**src/rtl/cu_data_read_engine_control_mc_pkg.sv**
```systemverilog
// rtl/cu_data_read_engine_control_mc_pkg.sv - shared types and constants for the multi-channel read engine
package cu_data_read_engine_control_mc_pkg;

    localparam int CACHELINE_ARRAY_NUM = 32;
    localparam int CACHELINE_SIZE      = 128;

    typedef enum logic [2:0] {
        CH_IDLE,
        CH_REQ,
        CH_WAIT,
        CH_PEND,
        CH_DONE
    } read_ch_state;

endpackage

```
**src/rtl/cu_data_read_engine_control_mc_rr_arbiter.sv**
```systemverilog
// rtl/cu_data_read_engine_control_mc_rr_arbiter.sv - round-robin arbiter, one-hot grant, pointer moves past the winner
module cu_data_read_engine_control_mc_rr_arbiter #(
    parameter int N        = 4,
    parameter int IDX_BITS = (N > 1) ? $clog2(N) : 1
) (
    input  logic                clock,
    input  logic                rst,
    input  logic [N-1:0]        i_req,
    input  logic                i_advance,
    output logic [N-1:0]        o_grant,
    output logic [IDX_BITS-1:0] o_grant_idx
);

    logic [IDX_BITS-1:0] r_ptr;
    logic [IDX_BITS-1:0] w_idx;
    logic                w_found;

    always_comb begin
        o_grant     = '0;
        o_grant_idx = '0;
        w_idx       = '0;
        w_found     = 1'b0;
        for (int i = 0; i < N; i++) begin
            w_idx = r_ptr + IDX_BITS'(i);
            if (!w_found && i_req[w_idx]) begin
                w_found        = 1'b1;
                o_grant[w_idx] = 1'b1;
                o_grant_idx    = w_idx;
            end
        end
    end

    always_ff @(posedge clock or posedge rst) begin
        if (rst) begin
            r_ptr <= '0;
        end else if (i_advance && w_found) begin
            r_ptr <= (N == 1) ? '0 : o_grant_idx + IDX_BITS'(1);
        end
    end

endmodule

```
**src/rtl/cu_data_read_engine_control_mc.sv**
```systemverilog
// rtl/cu_data_read_engine_control_mc.sv - splits per-channel array reads into cacheline commands, tracks completions
module cu_data_read_engine_control_mc
    import cu_data_read_engine_control_mc_pkg::*;
#(
    parameter int NUM_CHANNELS    = 4,
    parameter int CH_BITS         = (NUM_CHANNELS > 1) ? $clog2(NUM_CHANNELS) : 1,
    parameter int ARRAY_SIZE_BITS = 32,
    parameter int ADDR_BITS       = 64,
    parameter int ELEMS_PER_CL    = CACHELINE_ARRAY_NUM,
    parameter int CL_BYTES        = CACHELINE_SIZE,
    parameter int MAX_OUTSTANDING = 16,
    parameter int WINDOW_BITS     = 16,
    localparam int OUT_BITS       = $clog2(MAX_OUTSTANDING + 1)
) (
    input  logic                                    clock,
    input  logic                                    rst,
    input  logic                                    enable_in,
    input  logic [NUM_CHANNELS-1:0]                 job_start_in,
    input  logic [ADDR_BITS-1:0]                    job_base_in,
    input  logic [ARRAY_SIZE_BITS-1:0]              job_size_in,
    input  logic                                    window_en_in,
    input  logic [WINDOW_BITS-1:0]                  window_cl_in,
    input  logic                                    cmd_alfull_in,
    input  logic                                    data_alfull_in,
    input  logic                                    resp_valid_in,
    input  logic [CH_BITS-1:0]                      resp_channel_in,
    input  logic [ARRAY_SIZE_BITS-1:0]              resp_real_size_in,
    output logic                                    cmd_valid_out,
    output logic [ADDR_BITS-1:0]                    cmd_address_out,
    output logic [ARRAY_SIZE_BITS-1:0]              cmd_real_size_out,
    output logic [CH_BITS-1:0]                      cmd_channel_out,
    output logic                                    cmd_last_out,
    output logic [NUM_CHANNELS-1:0]                 ch_busy_out,
    output logic [NUM_CHANNELS-1:0]                 ch_done_out,
    output logic [NUM_CHANNELS*ARRAY_SIZE_BITS-1:0] ch_elems_done_out,
    output logic [OUT_BITS-1:0]                     outstanding_out,
    output logic                                    resp_error_out
);

    localparam logic [ARRAY_SIZE_BITS-1:0] ELEMS_CL = ARRAY_SIZE_BITS'(ELEMS_PER_CL);

    logic [WINDOW_BITS-1:0]                             w_win_limit;
    logic [NUM_CHANNELS-1:0]                            w_req;
    logic [NUM_CHANNELS-1:0]                            w_arb_grant;
    logic [NUM_CHANNELS-1:0]                            w_gnt;
    logic [NUM_CHANNELS-1:0]                            w_resp_hit;
    logic [CH_BITS-1:0]                                 w_gidx;
    logic                                               w_issue;
    logic                                               w_resp_ok;
    logic [NUM_CHANNELS-1:0][ADDR_BITS-1:0]             w_ch_addr;
    logic [NUM_CHANNELS-1:0][ARRAY_SIZE_BITS-1:0]       w_ch_size;
    logic [NUM_CHANNELS-1:0]                            w_ch_last;

    logic                       r_cmd_valid;
    logic [ADDR_BITS-1:0]       r_cmd_addr;
    logic [ARRAY_SIZE_BITS-1:0] r_cmd_size;
    logic [CH_BITS-1:0]         r_cmd_ch;
    logic                       r_cmd_last;
    logic [OUT_BITS-1:0]        r_outstanding;
    logic                       r_resp_error;

    assign w_win_limit = (window_cl_in == '0) ? WINDOW_BITS'(1) : window_cl_in;
    assign w_issue     = enable_in & ~cmd_alfull_in & ~data_alfull_in &
                         (r_outstanding < OUT_BITS'(MAX_OUTSTANDING)) & (|w_req);
    assign w_gnt       = w_issue ? w_arb_grant : '0;
    assign w_resp_ok   = |w_resp_hit;

    for (genvar c = 0; c < NUM_CHANNELS; c++) begin : g_ch
        read_ch_state               r_state;
        logic [ADDR_BITS-1:0]       r_base;
        logic [ADDR_BITS-1:0]       r_offset;
        logic [ARRAY_SIZE_BITS-1:0] r_remaining;
        logic [ARRAY_SIZE_BITS-1:0] r_elems;
        logic [OUT_BITS-1:0]        r_inflight;
        logic [WINDOW_BITS-1:0]     r_win_sent;
        logic                       r_done;
        logic                       w_win_full;

        assign w_win_full    = window_en_in && (r_win_sent >= w_win_limit);
        assign w_req[c]      = (r_state == CH_REQ) && (r_remaining != '0) && !w_win_full;
        // Responses for a channel with nothing in flight are dropped and flagged globally.
        assign w_resp_hit[c] = resp_valid_in && (resp_channel_in == CH_BITS'(c)) && (r_inflight != '0);
        assign w_ch_addr[c]  = r_base + r_offset;
        assign w_ch_size[c]  = (r_remaining < ELEMS_CL) ? r_remaining : ELEMS_CL;
        assign w_ch_last[c]  = (r_remaining <= ELEMS_CL);
        assign ch_busy_out[c] = (r_state != CH_IDLE);
        assign ch_done_out[c] = r_done;
        assign ch_elems_done_out[c*ARRAY_SIZE_BITS +: ARRAY_SIZE_BITS] = r_elems;

        always_ff @(posedge clock or posedge rst) begin
            if (rst) begin
                r_state     <= CH_IDLE;
                r_base      <= '0;
                r_offset    <= '0;
                r_remaining <= '0;
                r_elems     <= '0;
                r_inflight  <= '0;
                r_win_sent  <= '0;
                r_done      <= 1'b0;
            end else begin
                if (w_gnt[c]) begin
                    r_remaining <= r_remaining - w_ch_size[c];
                    r_offset    <= r_offset + ADDR_BITS'(CL_BYTES);
                    r_win_sent  <= r_win_sent + WINDOW_BITS'(1);
                end
                r_inflight <= r_inflight + OUT_BITS'(w_gnt[c]) - OUT_BITS'(w_resp_hit[c]);
                if (w_resp_hit[c]) begin
                    r_elems <= r_elems + resp_real_size_in;
                end
                case (r_state)
                    CH_IDLE: begin
                        if (job_start_in[c]) begin
                            r_base      <= job_base_in;
                            r_remaining <= job_size_in;
                            r_offset    <= '0;
                            r_win_sent  <= '0;
                            r_elems     <= '0;
                            r_done      <= (job_size_in == '0);
                            r_state     <= (job_size_in == '0) ? CH_DONE : CH_REQ;
                        end
                    end
                    CH_REQ: begin
                        if (r_remaining == '0) begin
                            r_state <= CH_PEND;
                        end else if (w_win_full) begin
                            r_state <= CH_WAIT;
                        end
                    end
                    CH_WAIT: begin
                        if (r_inflight == '0) begin
                            r_win_sent <= '0;
                            r_state    <= (r_remaining == '0) ? CH_PEND : CH_REQ;
                        end
                    end
                    CH_PEND: begin
                        if (r_inflight == '0) begin
                            r_done  <= 1'b1;
                            r_state <= CH_DONE;
                        end
                    end
                    default: r_state <= CH_IDLE;
                endcase
            end
        end
    end

    cu_data_read_engine_control_mc_rr_arbiter #(
        .N        (NUM_CHANNELS),
        .IDX_BITS (CH_BITS)
    ) u_arb (
        .clock       (clock),
        .rst         (rst),
        .i_req       (w_req),
        .i_advance   (w_issue),
        .o_grant     (w_arb_grant),
        .o_grant_idx (w_gidx)
    );

    // A grant and an accepted response in the same cycle cancel in the global count.
    always_ff @(posedge clock or posedge rst) begin
        if (rst) begin
            r_cmd_valid   <= 1'b0;
            r_cmd_addr    <= '0;
            r_cmd_size    <= '0;
            r_cmd_ch      <= '0;
            r_cmd_last    <= 1'b0;
            r_outstanding <= '0;
            r_resp_error  <= 1'b0;
        end else begin
            r_cmd_valid   <= w_issue;
            r_outstanding <= r_outstanding + OUT_BITS'(w_issue) - OUT_BITS'(w_resp_ok);
            if (w_issue) begin
                r_cmd_addr <= w_ch_addr[w_gidx];
                r_cmd_size <= w_ch_size[w_gidx];
                r_cmd_ch   <= w_gidx;
                r_cmd_last <= w_ch_last[w_gidx];
            end
            if (resp_valid_in && !w_resp_ok) begin
                r_resp_error <= 1'b1;
            end
        end
    end

    assign cmd_valid_out     = r_cmd_valid;
    assign cmd_address_out   = r_cmd_addr;
    assign cmd_real_size_out = r_cmd_size;
    assign cmd_channel_out   = r_cmd_ch;
    assign cmd_last_out      = r_cmd_last;
    assign outstanding_out   = r_outstanding;
    assign resp_error_out    = r_resp_error;

endmodule
```
**config.mk**
```make
export PLATFORM = sky130hd
export DESIGN_NAME = cu_data_read_engine_control_mc
export DESIGN_NICKNAME = d
export VERILOG_FILES = /design/src/rtl/cu_data_read_engine_control_mc_pkg.sv /design/src/rtl/cu_data_read_engine_control_mc_rr_arbiter.sv /design/src/rtl/cu_data_read_engine_control_mc.sv
export SDC_FILE = /design/constraint.sdc
export NUM_CORES = 2
export LEC_CHECK = 0
export ABC_AREA = 1
export CORE_AREA = 2 2 450 497
export CTS_BUF_LIST = sky130_fd_sc_hd__clkbuf_8
export DETAILED_ROUTE_END_ITERATION = 16
export DIE_AREA = 0 0 452 499
export MAX_ROUTING_LAYER = met4
export PLACE_DENSITY = 0.65
export SYNTH_ARGS = -nofsm -noshare
export SYNTH_HDL_FRONTEND = slang
export SYNTH_SLANG_ARGS = --single-unit
```
**constraint.sdc**
```tcl
create_clock -name clock -period 30.2 [get_ports clock]
set_clock_uncertainty 0.2 [all_clocks]
set_input_delay 4.53 -clock clock [delete_from_list [all_inputs] [get_ports clock]]
set_output_delay 4.53 -clock clock [all_outputs]
set_load 0.01 [all_outputs]
```
==> flow_summary.yaml <==
place:
  place_inst: 14600
  dp_hpwl_um: 258000
  io_buffers: 398
  dp_slack_ps: 19410
  place.gp.congestion: 1.08
floorplanning:
  die_area_um2: 226000
  core_area_um2: 220000
  fp.dieH_um: 499
  start_util: 0.349
  rows: 181
  fp.dieW_um: 452
  io_pins: 399
synthesis:
  avgSynthCellArea_um2: 6.66
  synth-simple-area-share: 0.335
  synth_top_family_by_area: "simple AND/OR/NAND/NOR gates"
  synthAdderAreaFrac: 0.0773
  synth-seq-area-share: 0.309
  synth-compound-area-share: 0.134
  synth_ff_type: "dfrtp_1"
  synth_seq_cells: 948
  synth_xor_area_frac: 0.0553
  syn-cell-area_um2: 76800
  synth-edff-count: 0
  async_flop_share: 1.00
  yosysWarningCount: 0
  synth_cells: 11500
  yosysUniqueCellTypes: 62
  synth_mux_area_frac: 0
cts:
  cts_hold_buf: 0
  htreeDepth: 4
  clockBufferDepth: 3
  clk_latency_ps: 990
  numCtsBuffers: 178
  cts_resized: 0
  postCtsSetupBuffers: 0
  clock_sinks: 948
  cts_tree: "built"
  cts_root_buf: "clkbuf_8"
  cts.reportedPaths.clkPinSlew_ps: 60
hold_path:
  hp-class: "register to register"
sta:
  setup_violations: 0
  fin_setup_tns_ps: 0
  fmax_mhz: 101
  slew_headroom: 0.175
  setup_slack_ps: 20270
  min_period_over_period: 0.329
  finalMaxSlewViolations: 0
  finalCriticalPeriod_ps: 9930
  worst_pin_slew_ps: 1230
  rsz0062_at_grt: "no"
  hold_violations: 0
route:
  avgRoutedWirePerCell_um: 22.3
  drt-vias-per-instance: 5.36
  drc_errors: 0
  drt_iter0_markers: 8975
  detail-route-antenna-nets: 0
  via_count: 80200
  dr.pass1.iters: 9
  postRouteWirelength_um: 333000
grt:
  grt_start_max_net_pins: 110
  grt_pass1_wl_um: 490000
  grt_pass1_vias: 75300
  track_usage: 0.296
  antenna_found_initial: 30
  grt.overflow.total: 0
worst_setup_path:
  start_kind: "input port"
  critPathMaxStageDelay_ps: 710
  worst-path-max-fanout: 59
  criticalPathCategory: "input port to register"
  regToRegSetupSlack_ps: 24490
  crit_required_ps: 30870
  critPathCaptureType: "register"
  critical_path_arrival_ps: 10600
  slowest_stage: "buf_4"
  crit_path_frequent_cell: "nand2_1"
pwr:
  max-vdd-ir-drop_mv: 0.104
  power_density_nw_per_um2: 93.6
  leakage_nw: 41.4
  total_power_mw: 8.20
cells_and_area:
  seqCellArea_um2: 23700
  drive_above_1_share: 0.0451
  multi_input_area_um2: 46300
  syn_to_final_growth_pct: 14.1
  final_nets: 12500
  fin_cells: 14900
  fill_cells: 23500
  finish.utilization: 0.398
run_status:
  status: "finished, final reports clean"
run:
  cap_violations: 0
## layer usage
layer,up-vias,wire length [um],track usage
li1,38400,-,-
met1,37700,141000,0.380
met2,3328,142000,0.433
met3,732,29500,0.0627
met4,0,20900,0.164
met5,-,0,-
## cell usage after synthesis (53+ instances only)
master,n,share of area
a21oi_1,654,0.043
a22oi_1,53,0.0052
a31oi_1,140,0.011
buf_2,76,0.0050
clkbuf_1,169,0.0083
dfrtp_1,948,0.31
ha_1,460,0.075
inv_1,1410,0.069
nand2_1,3200,0.16
nand3_1,779,0.051
nand3b_1,89,0.0087
nand4_1,159,0.013
nor2_1,1297,0.063
nor3_1,225,0.015
nor4_1,114,0.0093
o211ai_1,64,0.0063
o21a_1,69,0.0067
o21ai_0,580,0.038
o21ai_1,58,0.0038
or2_2,100,0.0081
xnor2_1,102,0.012
xor2_1,383,0.044
## cell usage in the layout (no fill, tap or decap), types with 11 or more instances in the layout
| master | n |
|---|---|
| nand2_1 | 3197 |
| inv_1 | 1447 |
| nor2_1 | 1291 |
| dfrtp_1 | 948 |
| nand3_1 | 778 |
| a21oi_1 | 653 |
| o21ai_0 | 580 |
| ha_1 | 460 |
| clkdlybuf4s50_1 | 398 |
| xor2_1 | 383 |
| clkbuf_8 | 226 |
| nor3_1 | 221 |
| nand4_1 | 159 |
| a31oi_1 | 140 |
| nor4_1 | 114 |
| xnor2_1 | 102 |
| or2_2 | 100 |
| nand3b_1 | 89 |
| o21a_1 | 69 |
| buf_4 | 69 |
| o211ai_1 | 64 |
| o21ai_1 | 58 |
| a22oi_1 | 53 |
| o21bai_1 | 48 |
| a21boi_0 | 48 |
| o221ai_1 | 24 |
| clkinv_2 | 24 |
| a21o_1 | 23 |
| nor2_2 | 22 |
| and3_1 | 21 |
| diode_2 | 20 |
| bufinv_16 | 16 |
| nor2_4 | 11 |
| a211oi_1 | 11 |
## cell families after synthesis
kind of cell    Yosys count
simple gates           6070
other cells               1
xor+xnor                485
fa+ha+maj               469
buf+inv                1742
flops                   948
compound gates         1816
## registers in the layout, indices dropped and copies added, names as in the netlist, 5 cells and up
| name | cells |
|---|---|
| g_ch.r_base | 256 |
| g_ch.r_offset | 228 |
| g_ch.r_elems | 128 |
| g_ch.r_remaining | 128 |
| cmd_address_out | 64 |
| g_ch.r_win_sent | 64 |
| cmd_real_size_out | 32 |
| g_ch.r_inflight | 20 |
| g_ch.r_state | 12 |
| outstanding_out | 5 |
## power breakdown
group          switching, mW  internal (mW)  total (mW)
logic                   3.08           1.49        4.57
registers              0.463           1.71        2.17
clock network          0.643          0.812        1.46
## area by class of cell
class,instances,share of cell area
Antenna cell,20,0.000571
Clock buffer,226,0.0355
Clock inverter,94,0.0102
Inverter,1420,0.0611
Multi-Input combinational cell,8844,0.529
Sequential cell,948,0.271
Tap cell,2928,0.0418
Timing Repair Buffer,467,0.0514
## path summary, 6_finish.rpt
path	startpoint	to	cells after the start
worst max-delay path	window_cl_in[3]	cmd_address_out[13]	29
worst min-delay path	g_ch[0].r_elems[31]	g_ch[0].r_elems[31]	1
worst max register to register	g_ch[1].r_remaining[18]	cmd_address_out[13]	20
worst min register to register	g_ch[0].r_elems[31]	g_ch[0].r_elems[31]	1
max in group asynchronous	rst	cmd_real_size_out[19]	6
min in group asynchronous	rst	g_ch[0].r_offset[19]	2
## per-stage QoR
| step | hold WS [ps] | area (um^2) |
|---|---|---|
| after detailed placement | 259 | 83600 |
| after global placement | 255 | 83600 |
| after floorplan | 243 | 76800 |
| after CTS | 276 | 87600 |
| final | 273 | 87600 |
| after global routing | 296 | 87600 |
## critical path, delay by kind of cell
family / cells / cell delay (ps)
AND/OR/NAND/NOR: 21 / 2890
AO/OA/AOI/OAI: 3 / 720
buffers and inverters: 4 / 2040
adder cells (fa/ha/maj): 1 / 270
(Power assumes the default switching activity.)
